===== src/rtl/pb_conditioner.sv =====
// Push-button conditioner: synchronise, debounce and edge-detect each button, then issue one-hot strobes.
// Optional auto-repeat on held buttons when PB_AUTOREPEAT_EN is defined.
module pb_conditioner #(
    parameter int NBTN       = 5,
    parameter int DB_CYCLES  = 500000,
    parameter int CNT_W      = 20,
    parameter int RPT_DELAY  = 25000000,
    parameter int RPT_CYCLES = 10000000
) (
    input  logic            CLK,
    input  logic            RESET,
    input  logic [NBTN-1:0] BTN_IN,
    output logic [NBTN-1:0] PB,
    output logic [NBTN-1:0] BTN_LEVEL,
    output logic            BUSY
);

    localparam logic [CNT_W-1:0] DB_LAST = CNT_W'(DB_CYCLES - 1);

    if (DB_CYCLES < 2 || RPT_DELAY < 1 || RPT_CYCLES < 1) begin : g_bad_cfg
        $error("pb_conditioner: DB_CYCLES must be >= 2 and repeat intervals >= 1");
    end

    logic [NBTN-1:0] stable_lvl;
    logic [NBTN-1:0] set_vec;
    logic [NBTN-1:0] issue;
    logic [NBTN-1:0] pending_q, pending_d;
    logic [NBTN-1:0] pb_q;
    logic            busy_q;

    genvar gi;
    for (gi = 0; gi < NBTN; gi++) begin : g_btn
        logic             s1_q, s2_q, stable_q;
        logic [CNT_W-1:0] cnt_q;
        logic             mismatch;
        logic             accept;

        assign mismatch = (s2_q != stable_q);
        assign accept   = mismatch && (cnt_q == DB_LAST);

        // Counter only advances while the synchronised level disagrees with the accepted one
        always_ff @(posedge CLK or posedge RESET) begin
            if (RESET) begin
                s1_q     <= 1'b0;
                s2_q     <= 1'b0;
                stable_q <= 1'b0;
                cnt_q    <= '0;
            end else begin
                s1_q <= BTN_IN[gi];
                s2_q <= s1_q;
                if (!mismatch) begin
                    cnt_q <= '0;
                end else if (accept) begin
                    cnt_q    <= '0;
                    stable_q <= s2_q;
                end else begin
                    cnt_q <= cnt_q + CNT_W'(1);
                end
            end
        end

        assign stable_lvl[gi] = stable_q;

`ifdef PB_AUTOREPEAT_EN
        localparam logic [CNT_W-1:0] DLY_LAST = CNT_W'(RPT_DELAY - 1);
        localparam logic [CNT_W-1:0] RPT_LAST = CNT_W'(RPT_CYCLES - 1);

        logic [CNT_W-1:0] hold_q;
        logic             rep_q;
        logic             fire;

        // First repeat waits the long delay, later ones use the shorter period
        assign fire = stable_q && (rep_q ? (hold_q == RPT_LAST) : (hold_q == DLY_LAST));

        always_ff @(posedge CLK or posedge RESET) begin
            if (RESET) begin
                hold_q <= '0;
                rep_q  <= 1'b0;
            end else if (!stable_q) begin
                hold_q <= '0;
                rep_q  <= 1'b0;
            end else if (fire) begin
                hold_q <= '0;
                rep_q  <= 1'b1;
            end else begin
                hold_q <= hold_q + CNT_W'(1);
            end
        end

        assign set_vec[gi] = (accept && s2_q) || fire;
`else
        assign set_vec[gi] = accept && s2_q;
`endif
    end

    // Lowest-index pending request wins; new requests never clear on the edge they arrive
    assign issue     = pending_q & (~pending_q + NBTN'(1));
    assign pending_d = (pending_q & ~issue) | set_vec;

    always_ff @(posedge CLK or posedge RESET) begin
        if (RESET) begin
            pending_q <= '0;
            pb_q      <= '0;
            busy_q    <= 1'b0;
        end else begin
            pending_q <= pending_d;
            pb_q      <= issue;
            busy_q    <= |pending_d;
        end
    end

    assign PB        = pb_q;
    assign BTN_LEVEL = stable_lvl;
    assign BUSY      = busy_q;

endmodule


===== config.mk =====
export PLATFORM = sky130hd
export DESIGN_NAME = pb_conditioner
export DESIGN_NICKNAME = d
export VERILOG_FILES = /design/src/rtl/pb_conditioner.sv
export SDC_FILE = /design/constraint.sdc
export NUM_CORES = 1
export LEC_CHECK = 0
export BUFFER_PORTS_ARGS = -buffer_cell sky130_fd_sc_hd__buf_2
export CORE_ASPECT_RATIO = 1.5
export CORE_MARGIN = 2
export CORE_UTILIZATION = 60
export DETAILED_ROUTE_END_ITERATION = 10
export PLACE_DENSITY = 0.76
export SYNTH_ARGS = -nofsm -noshare
export SYNTH_HDL_FRONTEND = slang
export SYNTH_SLANG_ARGS = --single-unit

===== constraint.sdc =====
create_clock -name CLK -period 7.05 [get_ports CLK]
set_input_delay 0 -clock CLK [delete_from_list [all_inputs] [get_ports CLK]]
set_output_delay 0 -clock CLK [all_outputs]
set_load 0.03 [all_outputs]

---- Word-level counts from Yosys, hierarchy flattened ----
Cells that the tools add are included.
cells by class
  add/sub/neg operators ................... 6
  multiply operators ...................... 0
  div/mod/pow operators ................... 0
  $lt $le $gt $ge ......................... 0
  equal/unequal tests ..................... 10
  shifts and indexed selects .............. 0
  multiplexer cells ....................... 10
  bitwise gates (word level) .............. 5
  reductions and logical operators ........ 16
operators with widths
  kind                                                                     count
  20-bit 2-to-1 mux                                                        10
  20-bit by 1-bit adder with 20-bit output, second input constant          5
  20-bit by 19-bit equality test with 1-bit output, second input constant  5
  5-bit AND                                                                2
  1-bit logical AND                                                        10
  5-bit inverter                                                           2
  2-bit AND reduction                                                      5
  5-bit by 1-bit adder with 5-bit output, second input constant            1
  1-bit inequality test                                                    5
  5-bit bitwise OR                                                         1
  5-bit OR reduction                                                       1
storage, ports and cells
  bits in registers ....................... 126
  latch bits .............................. 0
  bits in writable memories ............... 0
  bits in read-only memories .............. 0
  output and inout port bits .............. 11
  logic and storage cells ................. 70
  memories ................................ 0

---- Depth between registers and ports, before layout ----
Gate-level depths: netlist of run 1.
  depth in word-level cells ............... 7
  mapped depth ............................ 8
  gate-level depth less buffers ........... 6

---- Worst setup path after synthesis of run 1 ----
OpenSTA, ideal clock, no wires.
  kind .................................... reg-to-reg
  from .................................... register g_btn[4].cnt_q[0]
  to ...................................... register g_btn[4].cnt_q[11]
  setup time .............................. 0.121 ns
  data arrival time ....................... 1.556 ns
  data required time ...................... 6.929 ns
  slack ................................... 5.372 ns
  stages on the path, launching flop included .. 8
  path through ............................ dfrtp_1 ha_1 and4_1 nand4_1 nor4_1 or2_2 buf_2 nor2_1
between the ends
  word-level cells in the longest chain between the ends .. 4
RTL lines
  item                                                                              RTL line  source
  start: declaration                                                                34        logic [CNT_W-1:0] cnt_q;
  start signal: assignment                                                          57        cnt_q <= cnt_q + CNT_W'(1);
  branches (longest 2 deep; another with 20-bit by 1-bit adder with 20-bit output)  --
  20-bit 2-to-1 mux (*)                                                             53        end else if (accept) begin
  20-bit 2-to-1 mux (*)                                                             51        if (!mismatch) begin
Every way passes the cells marked *.
A chain may end at the register's enable or synchronous reset.

---- Final worst setup path of run 1 ----
  from .................................... register g_btn[2].cnt_q[9]
  to ...................................... register g_btn[2].cnt_q[4]
between the ends
  word-level cells in the longest chain between the ends .. 4
RTL lines
  item                                              RTL line  source
  start: declaration                                34
  start signal: assignment                          57
  20-bit by 19-bit equality test with 1-bit output  39        assign accept = mismatch && (cnt_q == DB_LAST);
  1-bit logical AND                                 39
  20-bit 2-to-1 mux                                 53
  20-bit 2-to-1 mux                                 51
No other way between the ends.

==> Flow_metrics.wiki, run 1 <==
{| class="wikitable"
! Metric !! Value
|-
| Internal power consumption || 1.34 mW
|-
| Final critical path time including I/O delays and setup || 2.03 ns
|-
| CP Buf/Inv Count || 0
|-
| Post-synthesis simple-gate area fraction || 26.1%
|-
| Leading cell types by total area after synthesis || sky130_fd_sc_hd__dfrtp_1, sky130_fd_sc_hd__nor2_1, sky130_fd_sc_hd__xor2_1, sky130_fd_sc_hd__xnor2_1, sky130_fd_sc_hd__nand3_1
|-
| Critical path data required time || 7.32 ns
|-
| Share of Yosys cell area claimed by the top area cell type || 54.5%
|-
| Clock Path Buffers || 2
|-
| Clock Power Share || 53.2%
|-
| Overflow left after global routing || 0
|-
| Commonest cells in the netlist || sky130_fd_sc_hd__dfrtp_1, sky130_fd_sc_hd__nor2_1, sky130_fd_sc_hd__xor2_1
|-
| Vias in the first global route || 4085
|-
| CTS tree || built
|-
| Endpoint, Worst Hold || g_btn[0].s1_q
|-
| Cell Pwr Density || 254 nW/um^2
|-
| Mapped Area || 5790 um^2
|-
| Initial antenna violation count || 0
|-
| Setup bufs post-CTS || 0
|-
| Final setup violating endpoints || 0
|-
| Worst reg2reg startpoint || g_btn[2].cnt_q[9]
|-
| Count of cells along the worst register-to-register path || 5
|-
| Arrival @ worst endpoint || 2.30 ns
|-
| Crit path max-delay cell type || sky130_fd_sc_hd__a21o_1
|-
| Maximum clock frequency || 492 MHz
|-
| Pin count of the biggest net entering global routing || 65
|-
| Area leader, netlist || sky130_fd_sc_hd__dfrtp_1
|-
| Most frequent cell after synthesis || sky130_fd_sc_hd__dfrtp_1
|-
| Cts repair resizes || 0
|-
| Capture point of the worst reg-to-reg path || g_btn[2].cnt_q[4]
|-
| CTS Buf Count || 17
|-
| Worst path depth || 5
|-
| Cell family with the largest share of critical-path delay || simple AND/OR/NAND/NOR gates
|-
| Slew of the pin with the lowest slew margin || 0.785 ns
|-
| Average instance area after synthesis || 10.2 um^2
|-
| Routability congestion estimate from global placement || 0.819
|-
| Number of instances in the synthesized netlist || 566
|-
| Launch instance of the worst min-delay path || BTN_IN[0]
|-
| EDFF count, synth || 0
|-
| Path class of the lowest-slack min-delay path || input port to register
|-
| Vertical die dimension || 124 um
|-
| First-pass GRT wire length || 17800 um
|-
| Routed via count || 4041
|-
| Critical setup path kind || register to register
|-
| Critical Path Max Stage Delay || 0.53 ns
|-
| Per-cell via count in the routed design || 5.64
|-
| Post-route clock period utilization || 28.8%
|-
| Max Cap Viol || 0
|-
| Dominant combinational cell family by area after synthesis || simple AND/OR/NAND/NOR gates
|-
| Critical path launch point type || register
|-
| Warning count from the yosys run || 0
|-
| Fraction of the mapped netlist area in compound gates || 0.821%
|-
| Register clock-pin slew on the reported worst setup and hold paths || 0.05 ns
|-
| Number of H-tree branching levels || 4
|-
| Worst VDD drop || 0.207 mV
|-
| Source-to-sink clock delay at the later pin of the worst-skew pair || 0.42 ns
|-
| Setup total negative slack || 0 ns
|-
| Starting density of the core || 62.2%
|-
| LEAKAGE || 2.92 nW
|-
| Floorplan Core Area || 9310 um^2
|-
| Total count of max-transition violations in the final report || 0
|-
| Number of clock sinks || 126
|-
| Biggest fanout along the worst timing path || 20
|-
| FP Rows || 43
|-
| Layout net count || 604
|-
| Run status || completed
|-
| Proportion of synthesized flip-flops having asynchronous set or reset || 100%
|-
| Ratio of cells with drive above 1 in the final layout || 9.92%
|-
| Horizontal die dimension || 84.2 um
|-
| Cells along the critical path || nor4b_1 > nand3_1 > nor3_1 > a21o_1 > nor2_1
|-
| Part of the power in registers || 44.3%
|-
| Area share of xor/xnor cells in the synthesized design || 14.2%
|-
| Yosys reg bits || 126
|-
| Register area share after synthesis || 54.5%
|-
| Hold Path Cell Cnt || 2
|-
| Logic gate share of total power || 2.5%
|-
| Share of synthesized area spent on multiplexers || 0.584%
|-
| Die area || 10500 um^2
|-
| Detailed-router iteration count before antenna repair || 4
|-
| DRC violation count after routing || 0
|-
| Ports || 18
|-
| Post-DP HPWL || 6660 um
|-
| DR iter-0 viols || 188
|-
| Distinct cell type count after synthesis || 38
|-
| Post-route cell area || 6590 um^2
|-
| Average detailed-routed wire length per instance || 14.3 um
|-
| WL final || 10300 um
|-
| Skew final || 0.00567 ns
|-
| Synth-to-Final Area Change || 13.8%
|-
| Total global-route track usage || 21.1%
|-
| Root buffer cell || sky130_fd_sc_hd__clkbuf_16
|-
| Syn_nets || 578
|-
| Main flop type after synthesis || sky130_fd_sc_hd__dfrtp_1
|-
| Slew margin rel. || 47.7%
|-
| Minimum setup slack among reg-to-reg paths || 5.02 ns
|-
| Switching share of total power || 20.2%
|-
| Setup repair after global routing missed its margin || false
|-
| Critical Path Sink Type || register
|-
| Number of antenna-violating nets in the routed design || 0
|-
| Net switching power of the design || 0.339 mW
|-
| ANT cells || 0
|-
| Final Hold Viols || 0
|-
| Placed standard-cell area || 5910 um^2
|-
| Number of I/O port buffers || 17
|-
| Arithmetic-cell share of the synthesized area counting full adders, half adders and majority gates || 1.08%
|}
[power by group through the flow]
stage,Sequential (mW),Combinational [mW],Clock (mW)
2_1_floorplan,0.753,0.0330,0
3_3_place_gp,0.754,0.0391,0
3_5_place_dp,0.755,0.0405,0
4_1_cts,0.742,0.0432,0.910
5_1_grt,0.743,0.0488,0.941
6_report,0.743,0.0415,0.892
[timing repair]
item / in CTS / in global routing
hold buffers: 6 / 0
setup endpoints to repair: 0 / 0
hold endpoints to repair: 67 / 0
[how the worst max path moves through the flow]
stage / endpoint / start
after floorplan: BUSY / RESET
after global placement: g_btn[4].cnt_q[10] / g_btn[4].cnt_q[0]
after detailed placement: g_btn[2].cnt_q[16] / g_btn[2].cnt_q[11]
after CTS: g_btn[2].cnt_q[4] / g_btn[2].cnt_q[11]
after global routing: g_btn[2].cnt_q[11] / g_btn[2].cnt_q[9]
final: g_btn[2].cnt_q[4] / g_btn[2].cnt_q[9]
[area by class of cell]
cell class | instances | area, um^2
multi-input combinational | 411 | 2480
tap | 112 | 140
fill | 685 | 2720
inverter | 12 | 47.5
clock buffer | 22 | 484
clock inverter | 10 | 134
timing repair buffer | 24 | 153
sequential | 126 | 3150
[cells in the final DEF, fill, tap and decap left out, types with 2 or more instances in the layout]
| master | netlist | routed |
|---|---|---|
| sky130_fd_sc_hd__buf_2 | 7 | 17 |
| sky130_fd_sc_hd__nand2b_1 | 3 | 3 |
| sky130_fd_sc_hd__nor2_1 | 122 | 122 |
| sky130_fd_sc_hd__bufinv_16 | 0 | 3 |
| sky130_fd_sc_hd__ha_1 | 5 | 5 |
| sky130_fd_sc_hd__clkbuf_8 | 0 | 4 |
| sky130_fd_sc_hd__mux2_2 | 3 | 3 |
| sky130_fd_sc_hd__nor4_1 | 6 | 6 |
| sky130_fd_sc_hd__and3_1 | 12 | 12 |
| sky130_fd_sc_hd__dlygate4sd3_1 | 0 | 6 |
| sky130_fd_sc_hd__and2_1 | 2 | 2 |
| sky130_fd_sc_hd__or2_2 | 3 | 3 |
| sky130_fd_sc_hd__dfrtp_1 | 126 | 126 |
| sky130_fd_sc_hd__nor3b_1 | 4 | 4 |
| sky130_fd_sc_hd__nand2_1 | 38 | 38 |
| sky130_fd_sc_hd__clkinv_2 | 0 | 4 |
| sky130_fd_sc_hd__clkbuf_16 | 0 | 17 |
| sky130_fd_sc_hd__inv_1 | 12 | 11 |
| sky130_fd_sc_hd__and4_1 | 11 | 11 |
| sky130_fd_sc_hd__xnor2_1 | 44 | 44 |
| sky130_fd_sc_hd__nor4b_1 | 10 | 10 |
| sky130_fd_sc_hd__or3_1 | 2 | 2 |
| sky130_fd_sc_hd__xor2_1 | 50 | 50 |
| sky130_fd_sc_hd__nor3_1 | 17 | 17 |
| sky130_fd_sc_hd__nand4_1 | 23 | 23 |
| sky130_fd_sc_hd__nand3_1 | 40 | 40 |
| sky130_fd_sc_hd__nor2b_1 | 2 | 2 |
| sky130_fd_sc_hd__clkinvlp_4 | 0 | 2 |
| sky130_fd_sc_hd__o21ai_0 | 3 | 3 |
[per-layer routing]
metal / track usage, % / part of all wire [%]
met1: 24.2 / 43
met2: 36.1 / 52
met3: 5.57 / 3.0
met4: 10.2 / 2.4
met5: 0 / 0
[flip-flops by register name, indices dropped and copies added, names as in the netlist]
name	cells
BUSY	1
PB	5
g_btn.cnt_q	100
g_btn.s1_q	5
g_btn.s2_q	5
g_btn.stable_q	5
pending_q	5
[cells by family (layout without fill, tap and decap cells)]
group	after synthesis	after routing
buffers and inverters	29	68
AND/OR/NAND/NOR	303	303
XOR/XNOR	94	94
multiplexers	3	3
adder cells (fa/ha/maj)	5	5
AO/OA/AOI/OAI	6	6
flip-flops	126	126
[stage by stage]
stage	std cells	util [%]	hold slack [ns]	setup slack [ns]	power [mW]
finish	717	70.8	0.230	5.02	1.68
floorplan	566	-	0.0314	3.69	0.786
detailed placement	679	63.5	0.110	5.04	0.795
global placement	679	63.5	0.108	5.10	0.793
global route	717	70.8	0.218	4.80	1.73
CTS	717	70.8	0.213	5.01	1.70
No activity file was read; power rests on OpenSTA's default activity.
==> run 2, diff against run 1 <==
==> constraint.sdc (replaced) <==
create_clock -name CLK -period 2.03 [get_ports CLK]
set_input_delay 0 -clock CLK [delete_from_list [all_inputs] [get_ports CLK]]
set_output_delay 0 -clock CLK [all_outputs]
set_load 0.03 [all_outputs]
==> run 2 against run 1 <==
Effect of this change:
- via count up 0.67%
- sequential power grew to 3.5 times the previous value
- first-iteration DRC count increased by 39%
- power rose to 3.3 times the previous value
- flip-flop and latch count is the same
- die area is the same
- setup slack worse by 4.8 ns
- largest cell class unchanged
==> Flow_metrics.wiki, run 2 (same netlist as run 1, synthesis figures left out) <==
{| class="wikitable"
! Metric !! Value
|-
| Cells along the critical path || xnor2_1 > or4b_4 > nor3_2 > or2_2 > nor2_1
|-
| Most common cell after layout, fill and taps aside || sky130_fd_sc_hd__dfrtp_1
|-
| Worst VDD drop || 0.651 mV (+220%)
|-
| Count of cells along the worst register-to-register path || 5 (unchanged)
|-
| LEAKAGE || 2.93 nW (+0.30%)
|-
| Worst reg2reg startpoint || g_btn[3].stable_q
|-
| Setup repair after global routing missed its margin || false
|-
| Root buffer cell || sky130_fd_sc_hd__clkbuf_16
|-
| Post-route clock period utilization || 91.5% (+63 points)
|-
| Cell Pwr Density || 833 nW/um^2 (+230%)
|-
| Number of I/O port buffers || 17 (unchanged)
|-
| Post-DP HPWL || 6700 um (+0.61%)
|-
| Number of clock sinks || 126 (unchanged)
|-
| Critical setup path kind || register to register
|-
| DR iter-0 viols || 261 (+39%)
|-
| Number of flip-flops in the largest register || 100 (unchanged)
|-
| Setup total negative slack || 0 ns (unchanged)
|-
| Critical path data required time || 2.31 ns (-5.01 ns)
|-
| WL final || 10400 um (+1.6%)
|-
| ANT cells || 0 (unchanged)
|-
| Capture point of the worst reg-to-reg path || g_btn[3].cnt_q[9]
|-
| Register clock-pin slew on the reported worst setup and hold paths || 0.05 ns (about the same)
|-
| Source-to-sink clock delay at the later pin of the worst-skew pair || 0.41 ns (about the same)
|-
| Critical path endpoint || g_btn[3].cnt_q[9]
|-
| Ports || 18 (unchanged)
|-
| DRC violation count after routing || 0 (unchanged)
|-
| Ratio of cells with drive above 1 in the final layout || 10.7% (+0.74 points)
|-
| Number of H-tree branching levels || 4 (unchanged)
|-
| Biggest fanout along the worst timing path || 18 (-10%)
|-
| Layout net count || 610 (+0.99%)
|-
| Horizontal die dimension || 84.2 um (unchanged)
|-
| Starting density of the core || 62.2% (unchanged)
|-
| Synth-to-Final Area Change || 13.9% (about the same)
|-
| Slew of the pin with the lowest slew margin || 0.686 ns (-0.0992 ns)
|-
| Number of antenna-violating nets in the routed design || 0 (unchanged)
|-
| Maximum clock frequency || 538 MHz (+9.3%)
|-
| First-pass GRT wire length || 18200 um (+2.6%)
|-
| CTS tree || built
|-
| Slew margin rel. || 54.3% (+6.6 points)
|-
| Final setup violating endpoints || 0 (unchanged)
|-
| Per-cell via count in the routed design || 5.63 (about the same)
|-
| Minimum setup slack among reg-to-reg paths || 0.17 ns (-4.85 ns)
|-
| Highest-count cells in the layout ignoring fill and taps || sky130_fd_sc_hd__dfrtp_1, sky130_fd_sc_hd__nor2_1, sky130_fd_sc_hd__xor2_1
|-
| Skew final || 0.00506 ns (-0.000615 ns)
|-
| Overflow left after global routing || 0 (unchanged)
|-
| Routed via count || 4068 (+0.67%)
|-
| Post-Place Cells || 685 (+0.88%)
|-
| Detailed-router iteration count before antenna repair || 4 (unchanged)
|-
| Arrival @ worst endpoint || 2.14 ns (-0.16 ns)
|-
| CP Buf/Inv Count || 0 (unchanged)
|-
| Vertical die dimension || 124 um (unchanged)
|-
| Pin count of the biggest net entering global routing || 127 (+95%)
|-
| Final Hold Viols || 0 (unchanged)
|-
| Path class of the lowest-slack min-delay path || input port to register
|-
| Worst path depth || 5 (unchanged)
|-
| Setup bufs post-CTS || 0 (unchanged)
|-
| Clock Path Buffers || 2 (unchanged)
|-
| Die area || 10500 um^2 (unchanged)
|-
| Register name with the most flops || g_btn.cnt_q
|-
| Average detailed-routed wire length per instance || 14.4 um (+0.90%)
|-
| CTS Buf Count || 17 (unchanged)
|-
| Run status || completed
|-
| Initial antenna violation count || 0 (unchanged)
|-
| Total global-route track usage || 21.6% (+0.57 points)
|-
| Max Cap Viol || 0 (unchanged)
|-
| FP Rows || 43 (unchanged)
|-
| Crit path max-delay cell type || sky130_fd_sc_hd__or4b_4
|-
| Cell family with the largest share of critical-path delay || simple AND/OR/NAND/NOR gates
|-
| Routability congestion estimate from global placement || 0.793 (-3.2%)
|-
| Critical Path Max Stage Delay || 0.52 ns (about the same)
|-
| Final critical path time including I/O delays and setup || 1.86 ns (-0.173 ns)
|-
| Critical Path Sink Type || register
|-
| Floorplan Core Area || 9310 um^2 (unchanged)
|-
| Non-filler instance count after layout || 722 (+0.70%)
|-
| Critical path launch point type || register
|-
| Timing startpoint of the critical path || g_btn[3].stable_q
|-
| Total count of max-transition violations in the final report || 0 (unchanged)
|-
| Vias in the first global route || 4201 (+2.8%)
|}
run 2: what timing repair did:
item / in CTS / in global routing
endpoints found under the hold margin: 131 / 0
gates resized for setup: 1 / 2
hold buffers: 6 / 0
endpoints found under the setup margin: 8 / 28
run 2: worst min path at each step:
stage	startpoint	to	slack (ns)	depth (start not counted)
floorplan	BTN_IN[0]	g_btn[0].s1_q	0.03	0
global placement	BTN_IN[3]	g_btn[3].s1_q	0.11	1
detailed placement	BTN_IN[4]	g_btn[4].s1_q	0.11	1
CTS	BTN_IN[4]	g_btn[4].s1_q	0.21	2
global route	BTN_IN[1]	g_btn[1].s1_q	0.23	2
finish	BTN_IN[4]	g_btn[4].s1_q	0.23	2
run 2: final cells by class:
cell class,instances,area [um^2]
Sequential cell,126,3150
Clock inverter,8,65.1
Multi-Input combinational cell,411,2490
Clock buffer,23,478
Tap cell,112,140
Fill cell,659,2710
Inverter,12,48.8
Timing Repair Buffer,30,223
run 2: metal layers:
metal | track usage, % | share of wire, % | vias to the layer above
met5 | 0 | 0 | -
met4 | 10.5 | 2.4 | 0
met3 | 5.77 | 3.0 | 27
met2 | 36.9 | 53 | 64
met1 | 24.9 | 42 | 2005
li1 | - | - | 1972
run 2: report_power, final:
group | internal (mW) | switching, mW | total (mW) | leakage (nW)
registers | 2.55 | 0.0292 | 2.58 | 1.73
clock network | 1.75 | 1.01 | 2.76 | 0.276
logic | 0.0508 | 0.103 | 0.154 | 0.931
total | 4.35 | 1.14 | 5.49 | 2.93
run 2: metrics by stage:
stage	util [%]	instance area (um^2)	power (mW)	worst slack [ns]	hold slack [ns]
floorplan	-	5790	2.73	0.352	0.0314
global placement	64.3	5980	2.76	0.134	0.111
detailed placement	64.3	5980	2.77	0.0189	0.109
CTS	70.8	6590	5.55	0.0593	0.208
global route	70.8	6590	5.69	0.0539	0.227
finish	70.8	6590	5.49	0.172	0.227
